[src/rtl/writeback_merge_pkg.sv]
// Shared pipeline types plus the writeback entry format and the compare-packing helpers
// used by writeback_merge (optional WB_PERF_COUNTER_EN adds a conflict counter to the top).
package writeback_merge_pkg;

    localparam int VECTOR_LANES = 16;

    typedef logic [1:0]  thread_idx_t;
    typedef logic [3:0]  subcycle_t;
    typedef logic [4:0]  register_idx_t;
    typedef logic [31:0] scalar_t;
    typedef scalar_t [VECTOR_LANES-1:0] vector_t;

    typedef struct packed {
        logic          has_dest;
        register_idx_t dest_reg;
        logic          dest_is_vector;
        logic          is_compare;
        subcycle_t     last_subcycle;
    } decoded_instruction_t;

    typedef struct packed {
        thread_idx_t              thread_idx;
        register_idx_t            dest_reg;
        logic                     is_vector;
        logic [VECTOR_LANES-1:0]  mask;
        vector_t                  value;
        logic                     last;
    } wb_entry_t;

    // Gathers bit 0 of every lane into lane 0; all other lanes read as zero.
    function automatic vector_t pack_compare(input vector_t result);
        vector_t packed_value;
        packed_value = '0;
        for (int i = 0; i < VECTOR_LANES; i++)
            packed_value[0][i] = result[i][0];
        return packed_value;
    endfunction

    function automatic wb_entry_t make_entry(
        input decoded_instruction_t    instr,
        input logic [VECTOR_LANES-1:0] mask,
        input thread_idx_t             thread_idx,
        input subcycle_t               subcycle,
        input vector_t                 result
    );
        wb_entry_t entry;
        entry.thread_idx = thread_idx;
        entry.dest_reg   = instr.dest_reg;
        entry.mask       = mask;
        entry.last       = (subcycle == instr.last_subcycle);
        if (instr.is_compare) begin
            entry.is_vector = 1'b0;
            entry.value     = pack_compare(result);
        end else begin
            entry.is_vector = instr.dest_is_vector;
            entry.value     = result;
        end
        return entry;
    endfunction

endpackage

[src/rtl/writeback_merge_fifo.sv]
// Small synchronous FIFO with registered occupancy; same-cycle push and pop allowed,
// a push into a full FIFO without a pop is dropped.
module sync_fifo #(
    parameter int WIDTH = 8,
    parameter int SIZE  = 2
) (
    input  logic                   clk,
    input  logic                   reset,
    input  logic                   push,
    input  logic [WIDTH-1:0]       push_data,
    input  logic                   pop,
    output logic [WIDTH-1:0]       pop_data,
    output logic [$clog2(SIZE):0]  count,
    output logic [$clog2(SIZE):0]  count_next,
    output logic                   empty
);
    localparam int AW = $clog2(SIZE);
    localparam int CW = AW + 1;
    localparam logic [CW-1:0] FULL_COUNT = CW'(SIZE);

    logic [WIDTH-1:0] mem [SIZE];
    logic [AW-1:0]    wr_ptr;
    logic [AW-1:0]    rd_ptr;
    logic             do_push;
    logic             do_pop;

    assign empty    = (count == '0);
    assign do_pop   = pop && !empty;
    assign do_push  = push && ((count != FULL_COUNT) || do_pop);
    assign pop_data = mem[rd_ptr];

    always_comb begin
        count_next = count;
        if (do_push && !do_pop)
            count_next = count + 1'b1;
        else if (do_pop && !do_push)
            count_next = count - 1'b1;
    end

    // NOTE: storage carries no reset; stale words are unreachable once the pointers clear.
    always_ff @(posedge clk) begin
        if (do_push)
            mem[wr_ptr] <= push_data;
    end

    always_ff @(posedge clk or posedge reset) begin
        if (reset) begin
            wr_ptr <= '0;
            rd_ptr <= '0;
            count  <= '0;
        end else begin
            if (do_push) wr_ptr <= wr_ptr + 1'b1;
            if (do_pop)  rd_ptr <= rd_ptr + 1'b1;
            count <= count_next;
        end
    end

endmodule

[src/rtl/writeback_merge.sv]
// Serialises mx5 and sx results onto the single register-file write port; mx5 always wins
// and displaced sx results wait in a skid FIFO. WB_PERF_COUNTER_EN adds a conflict counter.
module writeback_merge
    import writeback_merge_pkg::*;
#(
    parameter int SKID_DEPTH = 2
) (
    input  logic                     clk,
    input  logic                     reset,
    input  logic                     mx5_instruction_valid,
    input  decoded_instruction_t     mx5_instruction,
    input  logic [VECTOR_LANES-1:0]  mx5_mask_value,
    input  thread_idx_t              mx5_thread_idx,
    input  subcycle_t                mx5_subcycle,
    input  vector_t                  mx5_result,
    input  logic                     sx_instruction_valid,
    input  decoded_instruction_t     sx_instruction,
    input  logic [VECTOR_LANES-1:0]  sx_mask_value,
    input  thread_idx_t              sx_thread_idx,
    input  subcycle_t                sx_subcycle,
    input  vector_t                  sx_result,
    output logic                     wb_writeback_en,
    output thread_idx_t              wb_writeback_thread_idx,
    output register_idx_t            wb_writeback_reg,
    output logic                     wb_writeback_is_vector,
    output logic [VECTOR_LANES-1:0]  wb_writeback_mask,
    output vector_t                  wb_writeback_value,
    output logic                     wb_writeback_last,
    output logic                     wb_sx_stall
`ifdef WB_PERF_COUNTER_EN
    ,
    output logic [31:0]              wb_perf_conflict_count
`endif
);
    localparam int CW = $clog2(SKID_DEPTH) + 1;
    localparam logic [CW-1:0] STALL_LEVEL = CW'(SKID_DEPTH - 1);

    wb_entry_t       mx5_entry;
    wb_entry_t       sx_entry;
    wb_entry_t       head_entry;
    wb_entry_t       write_entry;
    wb_entry_t       wb_q;
    logic            mx5_relevant;
    logic            sx_relevant;
    logic            write_en;
    logic            fifo_push;
    logic            fifo_pop;
    logic            fifo_empty;
    logic [CW-1:0]   fifo_count;
    logic [CW-1:0]   fifo_count_next;

    assign mx5_relevant = mx5_instruction_valid && mx5_instruction.has_dest;
    assign sx_relevant  = sx_instruction_valid && sx_instruction.has_dest;
    assign mx5_entry = make_entry(mx5_instruction, mx5_mask_value, mx5_thread_idx,
                                  mx5_subcycle, mx5_result);
    assign sx_entry  = make_entry(sx_instruction, sx_mask_value, sx_thread_idx,
                                  sx_subcycle, sx_result);

    // sx is buffered whenever it cannot go straight out, which keeps sx results in order.
    assign fifo_push = sx_relevant && (mx5_relevant || !fifo_empty);
    assign fifo_pop  = !mx5_relevant && !fifo_empty;

    always_comb begin
        write_en    = 1'b0;
        write_entry = '0;
        if (mx5_relevant) begin
            write_en    = 1'b1;
            write_entry = mx5_entry;
        end else if (!fifo_empty) begin
            write_en    = 1'b1;
            write_entry = head_entry;
        end else if (sx_relevant) begin
            write_en    = 1'b1;
            write_entry = sx_entry;
        end
    end

    sync_fifo #(
        .WIDTH ($bits(wb_entry_t)),
        .SIZE  (SKID_DEPTH)
    ) u_skid (
        .clk        (clk),
        .reset      (reset),
        .push       (fifo_push),
        .push_data  (sx_entry),
        .pop        (fifo_pop),
        .pop_data   (head_entry),
        .count      (fifo_count),
        .count_next (fifo_count_next),
        .empty      (fifo_empty)
    );

    // NOTE: registered state uses non-blocking assignments so every flop samples pre-edge values.
    always_ff @(posedge clk or posedge reset) begin
        if (reset) begin
            wb_writeback_en <= 1'b0;
            wb_q            <= '0;
            wb_sx_stall     <= 1'b0;
        end else begin
            wb_writeback_en <= write_en;
            wb_q            <= write_en ? write_entry : '0;
            wb_sx_stall     <= (fifo_count_next >= STALL_LEVEL);
        end
    end

    assign wb_writeback_thread_idx = wb_q.thread_idx;
    assign wb_writeback_reg        = wb_q.dest_reg;
    assign wb_writeback_is_vector  = wb_q.is_vector;
    assign wb_writeback_mask       = wb_q.mask;
    assign wb_writeback_value      = wb_q.value;
    assign wb_writeback_last       = wb_q.last;

`ifdef WB_PERF_COUNTER_EN
    always_ff @(posedge clk or posedge reset) begin
        if (reset)
            wb_perf_conflict_count <= '0;
        else if (fifo_push && (wb_perf_conflict_count != 32'hffff_ffff))
            wb_perf_conflict_count <= wb_perf_conflict_count + 32'd1;
    end
`endif

endmodule

[config.mk]
export PLATFORM = sky130hd
export DESIGN_NAME = writeback_merge
export DESIGN_NICKNAME = d
export VERILOG_FILES = /design/src/rtl/writeback_merge_pkg.sv /design/src/rtl/writeback_merge_fifo.sv /design/src/rtl/writeback_merge.sv
export SDC_FILE = /design/constraint.sdc
export NUM_CORES = 2
export LEC_CHECK = 0
export ABC_AREA = 0
export ABC_CLOCK_PERIOD_IN_PS = 29900
export CAP_MARGIN = 20
export CELL_PAD_IN_SITES_DETAIL_PLACEMENT = 1
export CELL_PAD_IN_SITES_GLOBAL_PLACEMENT = 1
export CORE_AREA = 2 2 635 637
export CTS_CLUSTER_SIZE = 28
export DETAILED_ROUTE_END_ITERATION = 16
export DIE_AREA = 0 0 637 639
export PLACE_DENSITY = 0.41
export SYNTH_ARGS = -nofsm -noshare
export SYNTH_HDL_FRONTEND = slang
export SYNTH_SLANG_ARGS = --single-unit
[constraint.sdc]
create_clock -name clk -period 29.9 [get_ports clk]
set_input_delay 5.98 -clock clk [delete_from_list [all_inputs] [get_ports clk]]
set_output_delay 5.98 -clock clk [all_outputs]
set_load 0.005 [all_outputs]
==> results.yml <==
setup_path:
  r2r_slack_ps: 23990
  path_max_fanout: 57
  r2r_cells: 11
  crit_required_ps: 30380
  crit_path_end_kind: "flop"
  rr_endpoint: "u_skid.mem[0][351]"
  rr_startpoint: "u_skid.count[1]"
  critical_path.startpoint_type: "input port"
  slowest_delay_ps: 760
  path_class: "in2reg"
  cp_cell_sequence: "clkdlybuf4s50_1 > nand2_1 > a21oi_2 > nand2_1 > nor2_4 > buf_4 > buf_16 > buf_4 > buf_4 > buf_4 > buf_4"
  worstSetupStartpoint: "sx_instruction_valid"
  path_common_cell: "buf_4"
  critPathArrivalTime_ps: 11680
  slowest_stage: "buf_4"
clocking:
  cts_tree: "yes"
  clk-insertion-delay-late_ps: 900
  cts.sinks: 1617
  cts_buffers: 213
  post_cts_buffers: 0
  cts_resized: 0
  cts_max_level: 4
  cts_buffer_depth: 4
  clock-root-buffer: "clkbuf_16"
  clk_pin_slew_ps: 60
  cts-hold-fix-buffers: 0
routing:
  drt_pass1_iterations: 5
  wl_per_cell_um: 29.05
  drt_iter0_markers: 2944
  num_vias: 51210
  drt-total-wl_um: 358500
  drcViolationCount: 0
  drt-vias-per-instance: 4.150
  ant_nets: 0
worst_hold_path:
  worstHoldPathCells: 1
  min_from: "u_skid.wr_ptr"
  min_to: "u_skid.wr_ptr"
  hold_path_class: "reg2reg"
sta:
  clock.fmax_mhz: 89.27
  hold_slack_ps: 566.9
  max_slew.worst_pin.slew_ps: 1181
  drv_slew: 0
  post-route-period-util: 0.3746
  slew_headroom: 0.2127
  finalSetupTns_ps: 0
  finClkSkew_ps: 51.72
  setup_ws_ps: 18700
  period_needed_ps: 11200
  setup_violations: 0
  finalHoldViolCount: 0
  grt_setup_unrepaired: "false"
pwr:
  p_comb_frac: 0.323
  swShare: 0.3427
  p_switching_w: 0.002878
  leakage_nw: 34.75
  pwr-share-clk: 0.300
  vdd_ir_drop_max_mv: 0.06337
  p_seq_frac: 0.377
  cellPowerDensity_nw_per_um2: 85.86
  p_int_w: 0.005518
global_routing:
  grt_pass1_vias: 54360
  grt_antenna_before_repair: 227
  track_usage: 0.1688
  grt_max_degree: 193
  grt_pass1_wl_um: 481200
  grt_overflow: 0
synth:
  yosysSeqAreaShare: 0.6571
  synth-xor-area-share: 0.001381
  ys_ff_latch: 1617
  postSynthAreaPerCell_um2: 13.10
  synthMuxAreaShare: 0.08163
  syn-num-nets: 6422
  ys_warn_count: 0
  synthSimpleGateAreaFrac: 0.1296
  syn_inst: 5324
  synthesis.area_um2: 69760
  synth_compound_area_frac: 0.08782
  synth_cell_types: 36
  synth-adder-area-share: 0.0003587
  synth_top_family_by_area: "simple AND/OR/NAND/NOR gates"
floorplan:
  initial_core_util: 0.1740
  dieArea_um2: 407000
  coreArea_um2: 400900
  chipWidth_um: 637
  chipHeight_um: 639
  rows: 233
  io_pins: 1635
final_layout:
  layout.nets: 7895
  fillers: 44080
  seqCellArea_um2: 45840
  drive_gt1_frac: 0.06074
  multiInputGateArea_um2: 21040
  area_growth_pct: 40.19
  utilization: 0.2440
  regMostFlops: "u_skid.mem"
  largest_register_ffs: 1074
outcome:
  status: "finished clean"
flow_run:
  cap_violations: 0
placed_design:
  dpl.hpwl_um: 259200
  place_congestion: 0.8445
  portBuffers: 1634
  dp_slack_ps: 17220
[how the worst max path moves through the flow]
| stage | end | slack [ps] | depth (start not counted) |
|---|---|---|---|
| detailed placement | u_skid.mem[0][337] | 17220 | 10 |
| global route | u_skid.mem[0][347] | 18290 | 11 |
| finish | u_skid.mem[0][351] | 18700 | 11 |
| CTS | u_skid.mem[0][347] | 18220 | 10 |
| global placement | u_skid.mem[0][343] | 17280 | 10 |
| floorplan | u_skid.mem[0][0] | -490 | 7 |
[worst max-delay path: cells and delay by family]
| kind | cells | cell delay (ps) |
|---|---|---|
| compound gates | 1 | 180 |
| buf+inv | 7 | 4140 |
| simple gates | 3 | 1050 |
[Yosys cell counts]
cell      instances  area share
buf_6            95       0.015
or2_1             1    0.000090
nand2_1           4     0.00022
xnor2_1           3     0.00038
o31ai_1           1     0.00011
buf_1             8     0.00043
nor3_1            1    0.000072
mux2_2           15      0.0024
ha_1              2     0.00036
a221o_1           1     0.00014
edfxtp_1       1074        0.46
buf_4            29      0.0031
nor3b_4           1     0.00027
xor2_1            8      0.0010
nor4_1            1    0.000090
o21ai_1          99      0.0071
nand4_1           1    0.000090
dfrtp_1         543        0.19
a32oi_1           1     0.00013
nand3b_1        498       0.054
o21ai_0         400       0.029
buf_2           214       0.015
nand3_1           2     0.00014
buf_8             6      0.0013
and2_1            2     0.00018
a31oi_1         506       0.045
a21o_1            1     0.00011
clkbuf_1        118      0.0063
inv_1             4     0.00022
nor2b_1         497       0.045
mux2i_1         552       0.079
nor2_1          563       0.030
a21oi_1          56      0.0040
a21oi_2           1     0.00013
o311ai_1          1     0.00013
a311oi_1         15      0.0019
[routing by layer]
layer,GRT usage,wire length (um)
met5,0,753
met1,0.2023,146700
met4,0.04794,10340
met2,0.2949,178600
met3,0.04510,22160
[power groups by stage]
stage,logic (W),registers [W],clock network (W)
final,0.00271,0.00317,0.00252
after global routing,0.00294,0.00321,0.00269
after CTS,0.00279,0.00318,0.00262
after detailed placement,0.00278,0.00321,0
after global placement,0.00278,0.00322,0
after floorplan,0.00130,0.00327,0
[logic make-up after synthesis]
| group | after synthesis |
|---|---|
| simple gates | 1571 |
| xor+xnor | 11 |
| mux | 567 |
| buf+inv | 474 |
| fa+ha+maj | 2 |
| flops | 1617 |
| compound gates | 1082 |
[layout by cell type, fill, tap and decap left out, types with 2 or more instances in the layout]
cell type	netlist	layout
a21oi_1	56	56
a311oi_1	15	14
a31oi_1	506	506
and2_4	0	2
buf_12	0	11
buf_16	0	6
buf_4	29	77
buf_8	6	2
bufinv_16	0	7
clkbuf_1	118	72
clkbuf_16	0	217
clkbuf_8	0	26
clkdlybuf4s50_1	0	1632
clkinv_1	0	25
clkinv_16	0	2
clkinv_2	0	32
clkinv_8	0	4
clkinvlp_4	0	6
dfrtp_1	543	542
diode_2	0	72
edfxtp_1	1074	1074
inv_1	4	3
inv_6	0	4
inv_8	0	2
mux2_2	15	15
mux2i_1	552	552
nand2_1	4	3
nand3_1	2	2
nand3b_1	498	498
nor2_1	563	561
nor2_4	0	2
nor2b_1	497	497
o21ai_0	400	400
o21ai_1	99	99
xnor2_1	3	2
xor2_1	8	8
[per-stage QoR]
| step | power [W] | cell area [um^2] | std cells |
|---|---|---|---|
| 2_1_floorplan | 0.004564 | 69760 | 5324 |
| 3_3_place_gp | 0.005992 | 90670 | 11860 |
| 3_5_place_dp | 0.005997 | 90760 | 11870 |
| 4_1_cts | 0.008590 | 97530 | 12260 |
| 5_1_grt | 0.008839 | 97680 | 12290 |
| 6_report | 0.008396 | 97790 | 12340 |
[cell type report]
class | count | share of cell area
flip-flops and latches | 1617 | 0.4688
multi-input cells | 3233 | 0.2151
repair buffers | 1728 | 0.1772
well taps | 5287 | 0.06764
clock buffers | 315 | 0.06195
clock inverters | 83 | 0.007254
diodes | 72 | 0.001842
inverters | 4 | 0.0002303
No activity file was read; power rests on OpenSTA's default activity.
